[src/rtl/neo_zmc2_shifter.sv]
`default_nettype none
// =============================================================================
// Module  : neo_zmc2_shifter
// Brief   : Tile pixel serialiser with holding register, flip and auto-reload.
// Revision: 1.0
// =============================================================================
module neo_zmc2_shifter #(
    parameter int BPP   = 4,
    parameter int PPW   = 8,
    parameter int LANES = 2,
    parameter int AUTO  = 1
) (
    input  logic                   CLK_12M,
    input  logic                   RESET,
    input  logic                   CE,
    input  logic                   WR,
    input  logic                   LOAD,
    input  logic [BPP*PPW-1:0]     CR,
    input  logic                   H,
    output logic [LANES*BPP-1:0]   GD,
    output logic [LANES-1:0]       DOT,
    output logic                   HOLD_FULL,
    output logic                   BUSY,
    output logic                   UNDERRUN
);

    localparam int STEPS = PPW / LANES;
    localparam int CW    = $clog2(STEPS + 1);
    localparam int PW    = (STEPS > 1) ? $clog2(STEPS) : 1;

    logic [BPP*PPW-1:0]   hold_q, hold_d;
    logic                 hold_h_q, hold_h_d;
    logic                 hold_full_q, hold_full_d;
    logic [BPP*PPW-1:0]   sh_q, sh_d;
    logic                 sh_h_q, sh_h_d;
    logic [CW-1:0]        cnt_q, cnt_d;
    logic [PW-1:0]        ptr_q, ptr_d;
    logic [LANES*BPP-1:0] gd_q, gd_d;
    logic [LANES-1:0]     dot_q, dot_d;
    logic                 und_q, und_d;

    logic [LANES*BPP-1:0] w_pix;
    logic [LANES-1:0]     w_dot;

    // Lane k of step P is pixel P*LANES+k, mirrored within the word when the
    // flip bit captured with that word is set.
    always_comb begin
        int idx;
        w_pix = '0;
        w_dot = '0;
        for (int k = 0; k < LANES; k++) begin
            idx = int'(ptr_q) * LANES + k;
            if (sh_h_q) begin
                idx = PPW - 1 - idx;
            end
            w_pix[k*BPP +: BPP] = sh_q[idx*BPP +: BPP];
            w_dot[k]            = |sh_q[idx*BPP +: BPP];
        end
    end

    always_comb begin
        hold_d      = hold_q;
        hold_h_d    = hold_h_q;
        hold_full_d = hold_full_q;
        sh_d        = sh_q;
        sh_h_d      = sh_h_q;
        cnt_d       = cnt_q;
        ptr_d       = ptr_q;
        gd_d        = gd_q;
        dot_d       = dot_q;
        und_d       = 1'b0;

        if (WR) begin
            hold_d      = CR;
            hold_h_d    = H;
            hold_full_d = 1'b1;
        end

        if (LOAD) begin
            // Explicit load wins over any step: the old word is dropped and
            // nothing is emitted this cycle.
            sh_d   = hold_full_q ? hold_q : CR;
            sh_h_d = hold_full_q ? hold_h_q : H;
            cnt_d  = CW'(STEPS);
            ptr_d  = '0;
            if (hold_full_q && !WR) begin
                hold_full_d = 1'b0;
            end
        end else if (CE) begin
            if (cnt_q != '0) begin
                gd_d  = w_pix;
                dot_d = w_dot;
                if (cnt_q == CW'(1)) begin
                    ptr_d = '0;
                    if ((AUTO != 0) && hold_full_q) begin
                        sh_d   = hold_q;
                        sh_h_d = hold_h_q;
                        cnt_d  = CW'(STEPS);
                        if (!WR) begin
                            hold_full_d = 1'b0;
                        end
                    end else begin
                        cnt_d = '0;
                    end
                end else begin
                    cnt_d = cnt_q - CW'(1);
                    ptr_d = ptr_q + PW'(1);
                end
            end else begin
                gd_d  = '0;
                dot_d = '0;
                und_d = 1'b1;
            end
        end
    end

    always_ff @(posedge CLK_12M) begin
        if (RESET) begin
            hold_q      <= '0;
            hold_h_q    <= 1'b0;
            hold_full_q <= 1'b0;
            sh_q        <= '0;
            sh_h_q      <= 1'b0;
            cnt_q       <= '0;
            ptr_q       <= '0;
            gd_q        <= '0;
            dot_q       <= '0;
            und_q       <= 1'b0;
        end else begin
            hold_q      <= hold_d;
            hold_h_q    <= hold_h_d;
            hold_full_q <= hold_full_d;
            sh_q        <= sh_d;
            sh_h_q      <= sh_h_d;
            cnt_q       <= cnt_d;
            ptr_q       <= ptr_d;
            gd_q        <= gd_d;
            dot_q       <= dot_d;
            und_q       <= und_d;
        end
    end

    assign GD        = gd_q;
    assign DOT       = dot_q;
    assign HOLD_FULL = hold_full_q;
    assign BUSY      = (cnt_q != '0);
    assign UNDERRUN  = und_q;

endmodule
`default_nettype wire

[config.mk]
export PLATFORM = sky130hd
export DESIGN_NAME = neo_zmc2_shifter
export DESIGN_NICKNAME = d
export VERILOG_FILES = /design/src/rtl/neo_zmc2_shifter.sv
export SDC_FILE = /design/constraint.sdc
export NUM_CORES = 1
export LEC_CHECK = 0
export ABC_AREA = 0
export CAP_MARGIN = 20
export CELL_PAD_IN_SITES_DETAIL_PLACEMENT = 0
export CELL_PAD_IN_SITES_GLOBAL_PLACEMENT = 1
export CORE_ASPECT_RATIO = 0.75
export CORE_MARGIN = 4
export CORE_UTILIZATION = 45
export DETAILED_ROUTE_END_ITERATION = 10
export GPL_TIMING_DRIVEN = 0
export PLACE_DENSITY_LB_ADDON = 0.1
export SYNTH_ARGS = -nofsm -noshare
export SYNTH_HDL_FRONTEND = slang
export SYNTH_SLANG_ARGS = --single-unit
export TNS_END_PERCENT = 50
[constraint.sdc]
create_clock -name CLK_12M -period 2.9 [get_ports CLK_12M]
set_input_delay 0.58 -clock CLK_12M [delete_from_list [all_inputs] [get_ports CLK_12M]]
set_output_delay 0.58 -clock CLK_12M [all_outputs]
set_load 0.01 [all_outputs]
After elaboration in Yosys (flattened, before gate mapping):

Index checks and enable logic that the tools add are counted.

* logic and storage cells: 67
* register bits: 83
* bits of input ports: 38

* bitwise operators: 2
* equal/unequal tests: 1
* reductions and logical operators: 15
* mux-type cells: 31
* shift operators: 2
* $add $sub $neg: 5

Operators by type and width (number)
* 32-bit two-way mux: 6
* 32-bit by 32-bit variable part select with 4-bit output: 2
* 30-bit two-way mux: 2
* 1-bit two-way mux: 15
* 3-bit two-way mux: 5
* 8-bit two-way mux: 1
* 2-bit nonzero test: 4
* 4-bit OR reduction: 2
* 2-bit AND reduction: 3
* 3-bit by 4-bit subtractor with 5-bit output (first input constant): 1
* 3-bit by 1-bit adder with 4-bit output (second input constant): 1
* 2-bit two-way mux: 2
* 4-bit AND reduction: 1
* 3-bit by 3-bit subtractor with 4-bit output (first input constant): 1
* 3-bit by 1-bit equality test with 1-bit output (second input constant): 1
* 3-bit nonzero test: 1
* 3-bit OR reduction: 1
* 3-bit by 1-bit subtractor with 3-bit output (second input constant): 1
* 2-bit by 1-bit adder with 2-bit output (second input constant): 1
* 1-bit NOT: 2
* 2-bit OR reduction: 1
* 1-bit logical AND: 1
* 1-bit zero test: 1

Longest topological paths before layout:

* depth in word-level cells: 7
* depth in mapped cells: 9

Worst setup path before layout:

OpenSTA, ideal clock, no wires.

* path type: reg2reg
* start: reg cnt_q[0]
* end: reg ptr_q[1]
* cell stages (with the launch flop): 9
* setup slack: 1.191 ns
* library setup time: 0.086 ns
* clock period less this slack: 1.709 ns
* arrival: 1.623 ns
* required time: 2.814 ns
* path through: dfxtp_1 > inv_1 > ha_1 > inv_2 > nor2_1 > inv_2 > nand2_1 > or4_1 > a211oi_1

* longest elaborated chain between the ends: 2
* elaborated cells between the ends (all ways): 4

RTL lines
* from (decl): line 36 `logic [CW-1:0] cnt_q, cnt_d;`
* from (signal assigned): line 135 `cnt_q <= cnt_d;`
* 3-bit nonzero test
* named net BUSY: line 23 `output logic BUSY,`
* 2-bit AND reduction (no source line)
* to (signal assigned): line 136 `ptr_q <= ptr_d;`
* to (decl): line 37 `logic [PW-1:0] ptr_q, ptr_d;`

The timed path passes the listed nets, and every way through them passes these cells.
A chain may end at the register's enable or synchronous reset.

Worst setup path after layout:

* start: reg cnt_q[0]
* end: out BUSY

* longest elaborated chain between the ends: 1

RTL lines
* 3-bit nonzero test: line 146 `assign BUSY = (cnt_q != '0);`
* to (decl): line 23

Every way passes these cells.

==> run summary <==
Status: finished, final reports clean
CTS HTree Levels: 3
Overflow after GRT: 0
PwrDens: 586 nW/um2
Remaining DRCs: 0
Most used DFF post-synth: dfxtp_1
Mux cell area share after synthesis: 16.8%
Hold_sp: DOT[1]
RSZ-0062 raised after global routing: false
Post-Synth XOR/XNOR Area: 0%
Initial antenna violation count: 0
Synth area leader: dfxtp_1
# diodes: 0
CP required: 2.32 ns
Top-count cell post-synth: dfxtp_1
Number of library cell types mapped by synthesis: 34
Rows: 29
Number of routed nets with antenna violations: 0
TritonCTS Buffers: 9
First-pass GRT wire length: 16200 um
Routability-driven placement congestion ratio: 0.897
Largest family of logic cells by synthesized area: compound AO/OA/AOI/OAI gates
Yosys reg bits: 83
Setup Crit Path Kind: reg2out
Tmin final: 2.35 ns
Worst R2R End: sh_q[24]
DR vias: 3281
Worst relative slew slack: 58.4%
Layout Cells excl Fill: 605
Wire per inst: 16.5 um
Clk_lat worst skew: 0.34 ns
Syn Nets: 474
Core area: 8490 um2
Slew Limit Fails: 0
Final setup violation count: 0
Wirelength, routed: 9990 um
Final Cycle Share: 80.9%
Reg2reg start: cnt_q[1]
Die width: 116 um
Final Hold Fails: 0
Share of cells above drive strength 1: 9.26%
Area of the die: 10300 um2
R2r worst-path depth: 9
TNS Setup: 0 ns
Post-Syn Area: 3920 um2
Top cell type's share of synthesized area: 42.4%
CTS Hold Bufs: 0
Post-synth top cells: 83 x dfxtp_1, 74 x nor2_1, 66 x mux2i_1, 38 x nand2_1, 34 x a211oi_1
Worst vdd ir: 398 uV
Drt pass-1 iters: 5
Placed instance area: 4540 um2
Die H: 88.9 um
Largest net degree at the start of global routing: 15
DP HPWL: 7610 um
Port Buffers: 48
Crit. End Element: output pin
Post CTS Setup Buffer Count: 0
Boundary pin count: 51
Yosys warns: 0
CTS Sinks: 83
Compound-cell area share of the yosys netlist: 17.8%
Crit start category: register
CTS resizes: 0
Worst Max-Slew Pin Slew: 0.625 ns
Vias in the first global route: 3097
Static leakage: 1.93 nW
Post-layout instance area: 4840 um2
Seq/Total Area, Yosys: 42.4%
Detail-routed via count per cell: 5.42
Hold Path Class: reg2reg
Placed cells: 589
Sink of the worst hold path: DOT[1]
Syn Area/Cell: 9.06 um2
Crit-path max FO: 4
WP data arrival: 1.77 ns
Adder-Cell Fraction of Synth Area: 0.957%
Flop-to-flop setup slack: 1.00 ns
Final setup skew: 0.00407 ns
EDFF count, synth: 0
Clock-pin slew of the registers on the worst-case setup and hold paths: 0.06 ns
Starting Density: 46.2%
CTS tree: done
Root buffer cell: clkbuf_16
Layout area overhead: 23.4%
Synth Area in Simple Gates: 16.3%
CTS Buffer Depth: 2
Overall global routing resource usage: 20.6%
Synth top area cells: dfxtp_1 42%, mux2i_1 17%, nor2_1 7.1%
Nets: 533
Max-Cap Viols: 0
DRT iter0 DRCs: 189
F_max: 0.426 GHz
Async set-reset flop share out of synthesis: 0%
Fin util: 57.0%
Synth Instances: 433
Hold Path Cell Cnt: 2
==> cells in the final DEF, fill, tap and decap left out, types with 2 or more instances in the layout <==
cell and count:
a21oi_1 12, inv_1 2, mux2i_1 66, inv_2 4, clkdlybuf4s50_1 48, buf_6 4
a211oi_1 34, nand2b_1 16, buf_2 12, nor2_1 74, buf_4 6, clkbuf_1 14
nor3_1 8, nor2b_1 2, nand2_1 38, clkbuf_16 9, and2b_1 2, a22o_1 16
inv_6 2, ha_1 3, dfxtp_1 83, a22oi_1 23
==> sequential cells by signal (all words and copies together), names as in the netlist <==
signal,count
hold_q,32
sh_q,32
GD,8
cnt_q,3
DOT,2
ptr_q,2
HOLD_FULL,1
UNDERRUN,1
hold_h_q,1
sh_h_q,1
==> worst max path at each step <==
| stage | from | depth (start not counted) | slack, ns | end |
|---|---|---|---|---|
| 2_1_floorplan | cnt_q[0] | 8 | 1.19 | ptr_q[1] |
| 6_report | cnt_q[0] | 6 | 0.55 | BUSY |
| 3_3_place_gp | LOAD | 6 | 0.48 | sh_h_q |
| 5_1_grt | cnt_q[0] | 6 | 0.46 | BUSY |
| 3_5_place_dp | LOAD | 6 | 0.49 | sh_q[16] |
| 4_1_cts | cnt_q[0] | 6 | 0.55 | BUSY |
==> stage by stage <==
stage	hold slack (ns)	total power (W)	setup slack, ns
after floorplan	0.460	0.00153	1.19
after detailed placement	0.446	0.00169	0.490
after CTS	0.456	0.00285	0.549
after global placement	0.434	0.00168	0.485
final	0.450	0.00284	0.554
after global routing	0.463	0.00296	0.459
==> worst max-delay path: stages, from the launching register on <==
cell             delay, ns
dfxtp_1               0.33
inv_1                 0.08
ha_1                  0.16
inv_2                 0.05
nor2_1                0.25
inv_2                 0.08
clkdlybuf4s50_1       0.48
==> kinds of logic after synthesis <==
family          Yosys count
compound gates           93
simple gates            146
flops                    83
fa+ha+maj                 3
buf+inv                  42
mux                      66
==> routing by layer <==
layer  up-vias  wire, um  GRT usage, %
li1       1651         -             -
met1      1543      4960          29.7
met2        80      4280          31.4
met3         7       661          5.13
met4         0        81          4.11
met5         -         0             0
==> where the power goes <==
group / switching (W) / internal (W)
Clock: 0.000476 / 0.000696
Combinational: 0.000207 / 0.000195
Sequential: 0.0000551 / 0.00121
Total: 0.000738 / 0.00210
==> cell type report <==
| class | instances | area (um2) |
|---|---|---|
| sequential | 83 | 1660 |
| inverter | 7 | 26.3 |
| clock buffer | 11 | 243 |
| fill | 823 | 3650 |
| clock inverter | 5 | 60.1 |
| buffer | 35 | 199 |
| tap | 108 | 135 |
| timing repair buffer | 48 | 480 |
| multi-input combinational | 308 | 2040 |
Power figures use the tool's default switching activity.
